===== src/rtl/mul_sequencer_pkg.sv =====
// mul_sequencer_pkg: shared ALU control code and multiply FSM encodings
package mul_sequencer_pkg;
   localparam logic [3:0] ALU_CTL_MUL = 4'b1011;
   localparam logic [1:0] MUL_ST_IDLE = 2'd0;
   localparam logic [1:0] MUL_ST_BUSY = 2'd1;
   localparam logic [1:0] MUL_ST_DONE = 2'd2;
endpackage


===== src/rtl/mul_shift_add_dp.sv =====
// mul_shift_add_dp: shift-add multiply datapath keeping the low XLEN product bits
module mul_shift_add_dp #(
   parameter int XLEN = 32
) (
   input  logic            clk_i,
   input  logic            rst_i,
   input  logic            load_i,
   input  logic            step_i,
   input  logic [XLEN-1:0] mcand_i,
   input  logic [XLEN-1:0] mplr_i,
   output logic [XLEN-1:0] acc_o,
   output logic            mplr_zero_o,
   output logic            cnt_last_o
);
   localparam int CW = $clog2(XLEN);
   logic [XLEN-1:0] r_acc, r_mcand, r_mplr;
   logic [CW-1:0]   r_cnt;
   // load clears the accumulator; each step adds the shifted multiplicand when the multiplier LSB is set
   always_ff @(posedge clk_i or posedge rst_i) begin
      if (rst_i) begin
         r_acc   <= '0;
         r_mcand <= '0;
         r_mplr  <= '0;
         r_cnt   <= '0;
      end else if (load_i) begin
         r_acc   <= '0;
         r_mcand <= mcand_i;
         r_mplr  <= mplr_i;
         r_cnt   <= '0;
      end else if (step_i) begin
         r_acc   <= r_mplr[0] ? r_acc + r_mcand : r_acc;
         r_mcand <= r_mcand << 1;
         r_mplr  <= r_mplr >> 1;
         r_cnt   <= r_cnt + 1'b1;
      end
   end
   assign acc_o       = r_acc;
   assign mplr_zero_o = (r_mplr == '0);
   assign cnt_last_o  = (r_cnt == CW'(XLEN - 1));
endmodule


===== src/rtl/mul_sequencer.sv =====
// mul_sequencer: EX-stage multi-cycle mul controller that stalls the pipe until the product is ready
module mul_sequencer
   import mul_sequencer_pkg::*;
#(
   parameter int XLEN = 32
) (
   input  logic            clk_i,
   input  logic            rst_i,
   input  logic [3:0]      ALUCtl_i,
   input  logic            Valid_i,
   input  logic            Flush_i,
   input  logic [XLEN-1:0] RS1_i,
   input  logic [XLEN-1:0] RS2_i,
   output logic [XLEN-1:0] Result_o,
   output logic            Done_o,
   output logic            Stall_o
);
   logic [1:0] r_state, w_next;
   logic       w_start, w_load, w_step, w_mplr_zero, w_cnt_last;

   assign w_start = Valid_i & (ALUCtl_i == ALU_CTL_MUL) & ~Flush_i;
   assign w_load  = (r_state == MUL_ST_IDLE) & w_start;
   assign w_step  = (r_state == MUL_ST_BUSY) & ~w_mplr_zero & ~Flush_i;

   // next state: flush always wins; BUSY ends on an exhausted multiplier or the last bit
   always_comb
      w_next = Flush_i                   ? MUL_ST_IDLE :
               (r_state == MUL_ST_IDLE)  ? (w_start ? MUL_ST_BUSY : MUL_ST_IDLE) :
               (r_state == MUL_ST_BUSY)  ? ((w_mplr_zero | w_cnt_last) ? MUL_ST_DONE : MUL_ST_BUSY) :
                                           MUL_ST_IDLE;

   // state register; reset aborts any op in flight
   always_ff @(posedge clk_i or posedge rst_i)
      if (rst_i) r_state <= MUL_ST_IDLE;
      else       r_state <= w_next;

   assign Done_o  = (r_state == MUL_ST_DONE);
   assign Stall_o = ~rst_i & (w_load | (r_state == MUL_ST_BUSY));

   mul_shift_add_dp #(.XLEN(XLEN)) u_dp (
      .clk_i       (clk_i),
      .rst_i       (rst_i),
      .load_i      (w_load),
      .step_i      (w_step),
      .mcand_i     (RS1_i),
      .mplr_i      (RS2_i),
      .acc_o       (Result_o),
      .mplr_zero_o (w_mplr_zero),
      .cnt_last_o  (w_cnt_last)
   );
endmodule


===== config.mk =====
export PLATFORM = sky130hd
export DESIGN_NAME = mul_sequencer
export DESIGN_NICKNAME = d
export VERILOG_FILES = /design/src/rtl/mul_sequencer_pkg.sv /design/src/rtl/mul_shift_add_dp.sv /design/src/rtl/mul_sequencer.sv
export SDC_FILE = /design/constraint.sdc
export NUM_CORES = 1
export LEC_CHECK = 0
export CORE_ASPECT_RATIO = 0.9
export CORE_MARGIN = 8
export CORE_UTILIZATION = 54
export DETAILED_ROUTE_END_ITERATION = 8
export PLACE_DENSITY_LB_ADDON = 0.1
export SYNTH_ARGS = -nofsm -noshare
export SYNTH_HDL_FRONTEND = slang
export SYNTH_SLANG_ARGS = --single-unit

===== constraint.sdc =====
create_clock -name clk_i -period 3.8 [get_ports clk_i]
set_clock_uncertainty 0.15 [all_clocks]
set_input_delay 0.57 -clock clk_i [delete_from_list [all_inputs] [get_ports clk_i]]
set_output_delay 0.57 -clock clk_i [all_outputs]
set_load 0.05 [all_outputs]

==> flow_metrics.py, run 1 <==
metrics = {
    "die": {
        "core-area_um2": 11200,
        "die_w_um": 128,
        "placement_rows": 37,
        "die_h_um": 117,
        "ioPinCount": 106,
        "die_area_um2": 15000,
        "start_util_pct": 54.4,
    },
    "layout": {
        "layout-drive-gt1-share_pct": 5.08,
        "layout.nets": 908,
        "antenna_cells": 0,
        "fill_cells": 959,
        "final_cells": 963,
        "seq_area_um2": 2580,
        "fin_area_um2": 7500,
        "syn_to_final_growth_pct": 23.0,
        "multi_input_area_um2": 3270,
        "fin_util_pct": 66.9,
        "final_common_cell": "nand2_1",
        "layout_common_cells": "nand2_1, clkdlybuf4s50_1, dfrtp_1, nor2_1, a31oi_1",
    },
    "pwr": {
        "leakage_nw": 3.38,
        "total_power_mw": 4.37,
        "irDropWorstVdd_mv": 0.322,
        "power_density_nw_per_um2": 583,
    },
    "route": {
        "vias": 5501,
        "drtAntennaViolNets": 0,
        "routed_wirelength_mm": 15.3,
        "wl_per_cell_um": 15.9,
        "drtIter0Drc": 373,
        "dr.pass1.iters": 5,
        "route.detailed.drc": 0,
        "routed_via_density": 5.71,
    },
    "critical_path": {
        "cp_cell_sequence": "ha_1, inv_1, fa_1, nor2b_1, o211ai_1, a21boi_2, o31a_1, o21ai_1, a211oi_2, o211ai_1, nor3b_1, o31ai_1",
        "cp_max_fo": 5,
        "worst_setup_path_end_kind": "flip-flop",
        "worst_r2r_path_depth": 12,
        "crit_slowest_cell": "fa_1",
        "crit_start": "u_dp.acc_o[0]",
        "slowest_delay_ns": 0.41,
        "start_kind": "flip-flop",
        "timing.rr.start": "u_dp.acc_o[0]",
        "crit_required_ns": 3.92,
        "critPathMostFrequentCell": "o211ai_1",
        "cp.arrival_ns": 3.18,
        "critical_path_class": "reg2reg",
    },
    "timing": {
        "max_slew_margin_pct": 17.7,
        "period_share_pct": 80.5,
        "max_freq_mhz": 327,
        "layout_setup_ws_ns": 0.740,
        "whs_ns": 0.375,
        "slew_violations": 0,
        "tns_ns": 0,
        "rsz0062_at_grt": "false",
        "tightest_slew_ns": 1.23,
        "finalCriticalPeriod_ns": 3.06,
        "setup_viol": 0,
        "hold_viol": 0,
    },
    "logic_synthesis": {
        "ys_top_cells_by_area": "dfrtp_1, nand2_1, ha_1",
        "yosysUniqueCellTypes": 63,
        "synth_nets": 831,
        "synth-compound-area-share_pct": 20.3,
        "synth_flop_cell": "dfrtp_1",
        "synth_top_area_share_pct": 42.3,
        "synth_top_family_by_area": "simple AND/OR/NAND/NOR gates",
        "synth_seq_cells": 103,
        "postSynth.asyncResetShare_pct": 100,
        "ys_seq_area_share_pct": 42.3,
        "synth_area_per_cell_um2": 8.41,
        "synth_fa_ha_area_share_pct": 7.10,
        "synth-edff-count": 0,
        "synth-xor-area-share_pct": 4.31,
        "yosysWarningCount": 0,
        "synthMuxAreaShare_pct": 0.328,
        "synthCells": 725,
        "synth-simple-area-share_pct": 21.5,
        "yosys.area.top_type": "dfrtp_1",
        "synth.cell_area_um2": 6100,
    },
    "clock_tree": {
        "ctsResizeCount": 0,
        "htreeDepth": 3,
        "cts_made_buffers": 9,
        "cts_tree": "yes",
        "cts_root_buf": "clkbuf_16",
        "clock_sinks": 103,
        "clk_path_buf_depth": 2,
        "clock_latency_ns": 0.36,
        "ctsHoldBuffers": 0,
        "clk_pin_slew_worst_paths_ns": 0.07,
        "postCtsSetupBuffers": 0,
    },
    "grt": {
        "grt_pass1_wl_mm": 25.5,
        "grt_use_total_pct": 20.9,
        "antenna_found_initial": 0,
        "first_global_vias": 5267,
        "grt.overflow.total": 0,
        "grt_max_degree": 151,
    },
    "run_status": {
        "status": "finished, final reports clean",
    },
    "placement": {
        "dpl-instance-area_um2": 7220,
        "pre_cts_ws_ns": 0.752,
        "hpwlAfterDp_mm": 10.6,
        "io_buffers": 105,
        "dp.cells": 947,
        "gp_congestion": 0.859,
    },
    "min_path": {
        "hp-start": "u_dp.r_mplr[1]",
        "hold_depth": 2,
        "hold_path_class": "reg2reg",
    },
    "run": {
        "drv_cap": 0,
    },
}
==> sequential cells by signal, indices dropped and copies added, names as in the netlist <==
| signal | cells |
|---|---|
| r_state | 2 |
| u_dp.r_cnt | 5 |
| u_dp.acc_o | 32 |
| u_dp.r_mplr | 32 |
| u_dp.r_mcand | 32 |
==> power breakdown <==
part | switching [mW] | internal, mW
logic | 1.01 | 0.754
registers | 0.285 | 1.42
clock network | 0.432 | 0.470
total | 1.73 | 2.64
==> final cells by class <==
type,instances,area share (%)
Clock buffer,11,3.24
Clock inverter,5,0.551
Inverter,15,0.784
Multi-Input combinational cell,563,43.6
Sequential cell,103,34.4
Tap cell,156,2.60
Timing Repair Buffer,110,14.8
==> metal layers <==
layer,up-vias,track usage [%],part of all wire [%]
met5,-,0,0
met3,16,6.48,5.9
met2,137,34.3,48
li1,2703,-,-
met1,2645,26.2,44
met4,0,6.17,1.4
==> critical path: cells and delay by family (launching register included) <==
family | cells | cell delay [ns]
flip-flops | 1 | 0.39
buffers and inverters | 1 | 0.07
AND/OR/NAND/NOR | 2 | 0.32
AO/OA/AOI/OAI | 7 | 1.41
adder cells (fa/ha/maj) | 2 | 0.61
==> cells in the mapped netlist (3+ instances only) <==
cell type,instances
inv_1,15
a21oi_1,30
xor2_1,13
a22oi_1,4
o21ai_1,4
xnor2_1,17
o21bai_1,6
nand4_1,9
nor2_1,79
a21o_1,14
nand3_1,35
nand2_1,150
ha_1,33
nor4_1,8
and4_1,3
clkbuf_1,36
nand2b_1,5
or2_2,3
a31oi_1,59
o21ai_0,42
dfrtp_1,103
o211ai_1,4
==> cells by family after synthesis <==
logic type      Yosys count
buf+inv                  59
fa+ha+maj                34
flops                   103
simple gates            306
compound gates          191
mux                       2
xor+xnor                 30
==> worst paths after layout <==
| path | endpoint | slack, ns |
|---|---|---|
| max | u_dp.acc_o[30] | 0.74 |
| max in group asynchronous | u_dp.r_mplr[1] | 2.10 |
| max reg2reg | u_dp.acc_o[30] | 0.74 |
| min reg2reg | u_dp.r_mplr[1] | 0.37 |
| min in group asynchronous | u_dp.acc_o[30] | 0.60 |
| min | u_dp.r_mplr[1] | 0.37 |
Note: power is estimated with default switching activity, not from simulation.
==> inputs of run 2 (changes only) <==
CORE_UTILIZATION = 49   (was 54)
clock period = 2.7 ns   (was 3.8 ns; I/O delays follow)
==> flow_metrics.py, run 2 (synthesized netlist as in run 1, its figures left out) <==
metrics = {
    "run_status": {
        "status": "finished with violations",
        "violations": "setup timing",
    },
    "critical_path": {
        "crit_slowest_cell": "dfrtp_1",
        "cp.arrival_ns": 2.86,
        "cp_cell_sequence": "ha_4, inv_2, fa_2, nor2b_2, o211ai_1, a21boi_2, o21ai_2, a211o_1, a31oi_4, a221oi_2, xor2_1, o21ai_1",
        "crit_buf_inv": 1,
        "crit_required_ns": 2.82,
        "slowest_delay_ns": 0.40,
        "start_kind": "flip-flop",
        "path_delay_family": "compound AO/OA/AOI/OAI gates",
        "cp_max_fo": 3,
        "worst_setup_path_end_kind": "flip-flop",
        "critical_path_class": "reg2reg",
    },
    "clock_tree": {
        "clock_sinks": 103,
        "cts_tree": "yes",
        "clk_path_buf_depth": 2,
        "clock_latency_ns": 0.36,
        "clk_pin_slew_worst_paths_ns": 0.07,
        "ctsHoldBuffers": 0,
        "cts_made_buffers": 9,
        "htreeDepth": 3,
        "cts_root_buf": "clkbuf_16",
    },
    "die": {
        "die_area_um2": 16300,
        "die_h_um": 122,
        "start_util_pct": 50.3,
        "core-area_um2": 12100,
        "placement_rows": 38,
        "ioPinCount": 106,
        "die_w_um": 134,
    },
    "pwr": {
        "irDropWorstVdd_mv": 0.370,
        "power_density_nw_per_um2": 808,
        "leakage_nw": 3.58,
        "total_power_mw": 6.54,
    },
    "route": {
        "drtAntennaViolNets": 0,
        "routed_via_density": 5.67,
        "dr.pass1.iters": 4,
        "routed_wirelength_mm": 16.2,
        "wl_per_cell_um": 16.1,
        "vias": 5702,
        "route.detailed.drc": 0,
        "drtIter0Drc": 314,
    },
    "min_path": {
        "hold_path_class": "reg2reg",
    },
    "placement": {
        "dpl-instance-area_um2": 7550,
        "hpwlAfterDp_mm": 11.5,
        "gp_congestion": 0.884,
        "pre_cts_ws_ns": -0.105,
        "io_buffers": 105,
    },
    "timing": {
        "tightest_slew_ns": 0.651,
        "rsz0062_at_grt": "true",
        "max_freq_mhz": 366,
        "period_share_pct": 101,
        "slew_violations": 0,
        "setup_viol": 2,
        "layout_setup_ws_ns": -0.0352,
        "max_slew_margin_pct": 56.5,
        "hold_viol": 0,
        "finalCriticalPeriod_ns": 2.74,
        "whs_ns": 0.349,
    },
    "grt": {
        "grt_max_degree": 94,
        "grt_pass1_wl_mm": 27.4,
        "antenna_found_initial": 0,
        "grt_use_total_pct": 20.2,
        "first_global_vias": 5555,
        "grt.overflow.total": 0,
    },
    "layout": {
        "layout-drive-gt1-share_pct": 13.7,
        "layout.nets": 946,
        "syn_to_final_growth_pct": 32.8,
        "antenna_cells": 0,
        "final_common_cell": "nand2_1",
        "fill_cells": 994,
        "fin_area_um2": 8100,
        "layout_common_cells": "nand2_1, clkdlybuf4s50_1, dfrtp_1, nor2_1, a31oi_1",
        "fin_util_pct": 66.8,
    },
    "run": {
        "drv_cap": 0,
    },
}
run 2: area by class of cell:
cell class / instances / area [um2] / area share, %
Timing Repair Buffer: 148 / 1490 / 18.4
Clock inverter: 5 / 40.0 / 0.494
Inverter: 15 / 60.1 / 0.741
Multi-Input combinational cell: 563 / 3480 / 43.0
Tap cell: 160 / 200 / 2.47
Clock buffer: 11 / 243 / 3.00
Sequential cell: 103 / 2590 / 32.0
run 2: what timing repair did:
action | in CTS | in global routing
hold endpoints to repair | 0 | 0
buffers inserted | 1 | 8
pin swaps | 17 | 23
setup endpoints to repair | 8 | 16
resized for setup | 14 | 27
run 2: path summary, 6_finish.rpt:
| kind | from | end | slack (ns) | depth (start not counted) |
|---|---|---|---|---|
| max | u_dp.r_mcand[0] | u_dp.acc_o[26] | -0.04 | 12 |
| min | u_dp.acc_o[31] | u_dp.acc_o[31] | 0.35 | 1 |
| max reg2reg | u_dp.r_mcand[0] | u_dp.acc_o[26] | -0.04 | 12 |
| min reg2reg | u_dp.acc_o[31] | u_dp.acc_o[31] | 0.35 | 1 |
| max in group asynchronous | rst_i | u_dp.r_mcand[15] | 1.43 | 3 |
| min in group asynchronous | rst_i | u_dp.r_cnt[3] | 0.40 | 2 |
run 2: layer usage:
metal,track usage [%],share of wire [%],vias up
met2,33.5,48,147
met5,0,0,-
met3,5.68,5.6,13
met1,26.1,45,2762
li1,-,-,2780
met4,4.20,1.1,0
run 2: metrics by stage:
step / cells / TNS (ns)
final: 1005 / -0.0395
after global placement: 980 / -0.00457
after CTS: 997 / -0.0627
after detailed placement: 980 / -0.223
after global routing: 1005 / -0.886
after floorplan: 725 / -0.0803
run 2: power breakdown:
part           switching, mW  internal [mW]
clock                  0.604          0.660
sequential             0.440           2.00
combinational           1.52           1.33
total                   2.56           3.98
==> inputs of run 3 (changes only) <==
PLACE_DENSITY = 0.74   (was default)
PLACE_DENSITY_LB_ADDON = default   (was 0.1)
==> flow_metrics.py, run 3 (synthesized netlist as in run 1, its figures left out) <==
metrics = {
    "layout": {
        "fin_util_pct": 65.5,
        "multi_input_area_um2": 3450,
        "seq_area_um2": 2590,
        "fin_area_um2": 7950,
        "final_common_cell": "nand2_1",
        "layout.nets": 939,
        "layout-drive-gt1-share_pct": 12.6,
        "syn_to_final_growth_pct": 30.3,
        "fill_cells": 989,
        "antenna_cells": 0,
        "layout_common_cells": "nand2_1, clkdlybuf4s50_1, dfrtp_1, nor2_1, a31oi_1",
    },
    "critical_path": {
        "worst_setup_path_end_kind": "flip-flop",
        "crit_slowest_cell": "dfrtp_1",
        "crit_required_ns": 2.84,
        "slowest_delay_ns": 0.40,
        "cp.arrival_ns": 2.85,
        "cp_cell_sequence": "ha_4, inv_2, fa_2, nor2b_2, o211ai_1, a21boi_2, o21ai_1, a211o_1, a31oi_2, a221oi_1, xor2_1, o21ai_0",
        "cp_max_fo": 3,
        "start_kind": "flip-flop",
        "critical_path_class": "reg2reg",
    },
    "route": {
        "drtAntennaViolNets": 0,
        "routed_via_density": 5.71,
        "routed_wirelength_mm": 16.2,
        "highest_layer": "met4",
        "vias": 5701,
        "met3_length_mm": 1.01,
        "m1WireLength_mm": 7.19,
        "route.met2.wl_mm": 7.79,
        "wl_per_cell_um": 16.2,
        "dr.pass1.iters": 5,
        "route.detailed.drc": 0,
        "drtIter0Drc": 421,
    },
    "die": {
        "die_h_um": 122,
        "ioPinCount": 106,
        "start_util_pct": 50.3,
        "placement_rows": 38,
        "die_area_um2": 16300,
        "die_w_um": 134,
        "core-area_um2": 12100,
    },
    "clock_tree": {
        "clk_pin_slew_worst_paths_ns": 0.07,
        "clock_latency_ns": 0.37,
        "clock_sinks": 103,
        "cts_made_buffers": 9,
        "cts_root_buf": "clkbuf_16",
        "ctsHoldBuffers": 0,
        "clk_path_buf_depth": 2,
        "htreeDepth": 3,
        "cts_tree": "yes",
    },
    "grt": {
        "antenna_found_initial": 0,
        "grt_pass1_wl_mm": 26.7,
        "grt_use_total_pct": 19.8,
        "grt_max_degree": 104,
        "grt.overflow.total": 0,
        "first_global_vias": 5557,
    },
    "pwr": {
        "comb_power_share_pct": 42.4,
        "leakage_nw": 3.53,
        "p_seq_share_pct": 37.5,
        "internal_power_mw": 3.88,
        "p_sw_mw": 2.59,
        "irDropWorstVdd_mv": 0.362,
        "swShare_pct": 40.0,
        "power_density_nw_per_um2": 814,
        "clock_power_share_pct": 20.1,
    },
    "placement": {
        "hpwlAfterDp_mm": 11.5,
        "pre_cts_ws_ns": -0.115,
        "gp_congestion": 0.901,
        "io_buffers": 105,
        "dpl-instance-area_um2": 7440,
    },
    "min_path": {
        "hold_path_class": "reg2reg",
    },
    "timing": {
        "hold_viol": 0,
        "tns_ns": -0.00623,
        "layout_setup_ws_ns": -0.00623,
        "whs_ns": 0.340,
        "finalCriticalPeriod_ns": 2.71,
        "setup_viol": 1,
        "max_freq_mhz": 370,
        "rsz0062_at_grt": "true",
        "tightest_slew_ns": 0.556,
        "max_slew_margin_pct": 62.8,
        "slew_violations": 0,
        "period_share_pct": 100,
    },
    "run_status": {
        "status": "finished with violations",
        "violations": "setup timing",
    },
    "run": {
        "drv_cap": 0,
    },
}
[run 3: path summary, 6_finish.rpt]
path                            startpoint  cells after the start          endpoint  slack, ns
max                        u_dp.r_mcand[0]                     12    u_dp.acc_o[26]     -0.006
min                         u_dp.acc_o[31]                      1    u_dp.acc_o[31]       0.34
max reg2reg                u_dp.r_mcand[0]                     12    u_dp.acc_o[26]     -0.006
min reg2reg                 u_dp.acc_o[31]                      1    u_dp.acc_o[31]       0.34
max in group asynchronous            rst_i                      3     u_dp.acc_o[0]       1.53
min in group asynchronous            rst_i                      3  u_dp.r_mcand[28]       0.44
[run 3: critical path, delay by kind of cell, from the launching register on]
| family | cells | cell delay, ns |
|---|---|---|
| buf+inv | 1 | 0.04 |
| fa+ha+maj | 2 | 0.53 |
| compound gates | 7 | 1.20 |
| xor+xnor | 1 | 0.16 |
| simple gates | 1 | 0.15 |
| flops | 1 | 0.40 |
[run 3: per-stage QoR]
step                      power [mW]  cells
after floorplan                 4.21    725
after global placement          4.92    974
after detailed placement        5.00    974
after CTS                       6.35    993
after global routing            6.88    998
final                           6.47    998
[run 3: cell type report]
cell class                      count  area share (%)
Multi-Input combinational cell    563            43.4
Sequential cell                   103            32.6
Timing Repair Buffer              141            17.2
Clock buffer                        9            2.83
Tap cell                          160            2.52
Clock inverter                      7           0.772
Inverter                           15           0.756
[run 3: timing repair]
item                                    4_1_cts  5_1_grt
setup buffers                                 3        5
resized for setup                             6       23
endpoints found under the setup margin       10       17
pin swaps                                    10       25
[run 3: power groups by stage]
| stage | Combinational (mW) | Clock (mW) | Sequential (mW) |
|---|---|---|---|
| 2_1_floorplan | 1.59 | 0 | 2.61 |
| 3_3_place_gp | 2.52 | 0 | 2.40 |
| 3_5_place_dp | 2.58 | 0 | 2.42 |
| 4_1_cts | 2.62 | 1.33 | 2.40 |
| 5_1_grt | 3.00 | 1.39 | 2.49 |
| 6_report | 2.74 | 1.30 | 2.43 |
[run 3: metal layers]
layer,up-vias,track usage (%)
met5,-,0
met4,0,5.12
met3,19,5.80
met2,174,33.1
met1,2746,24.8
li1,2762,-
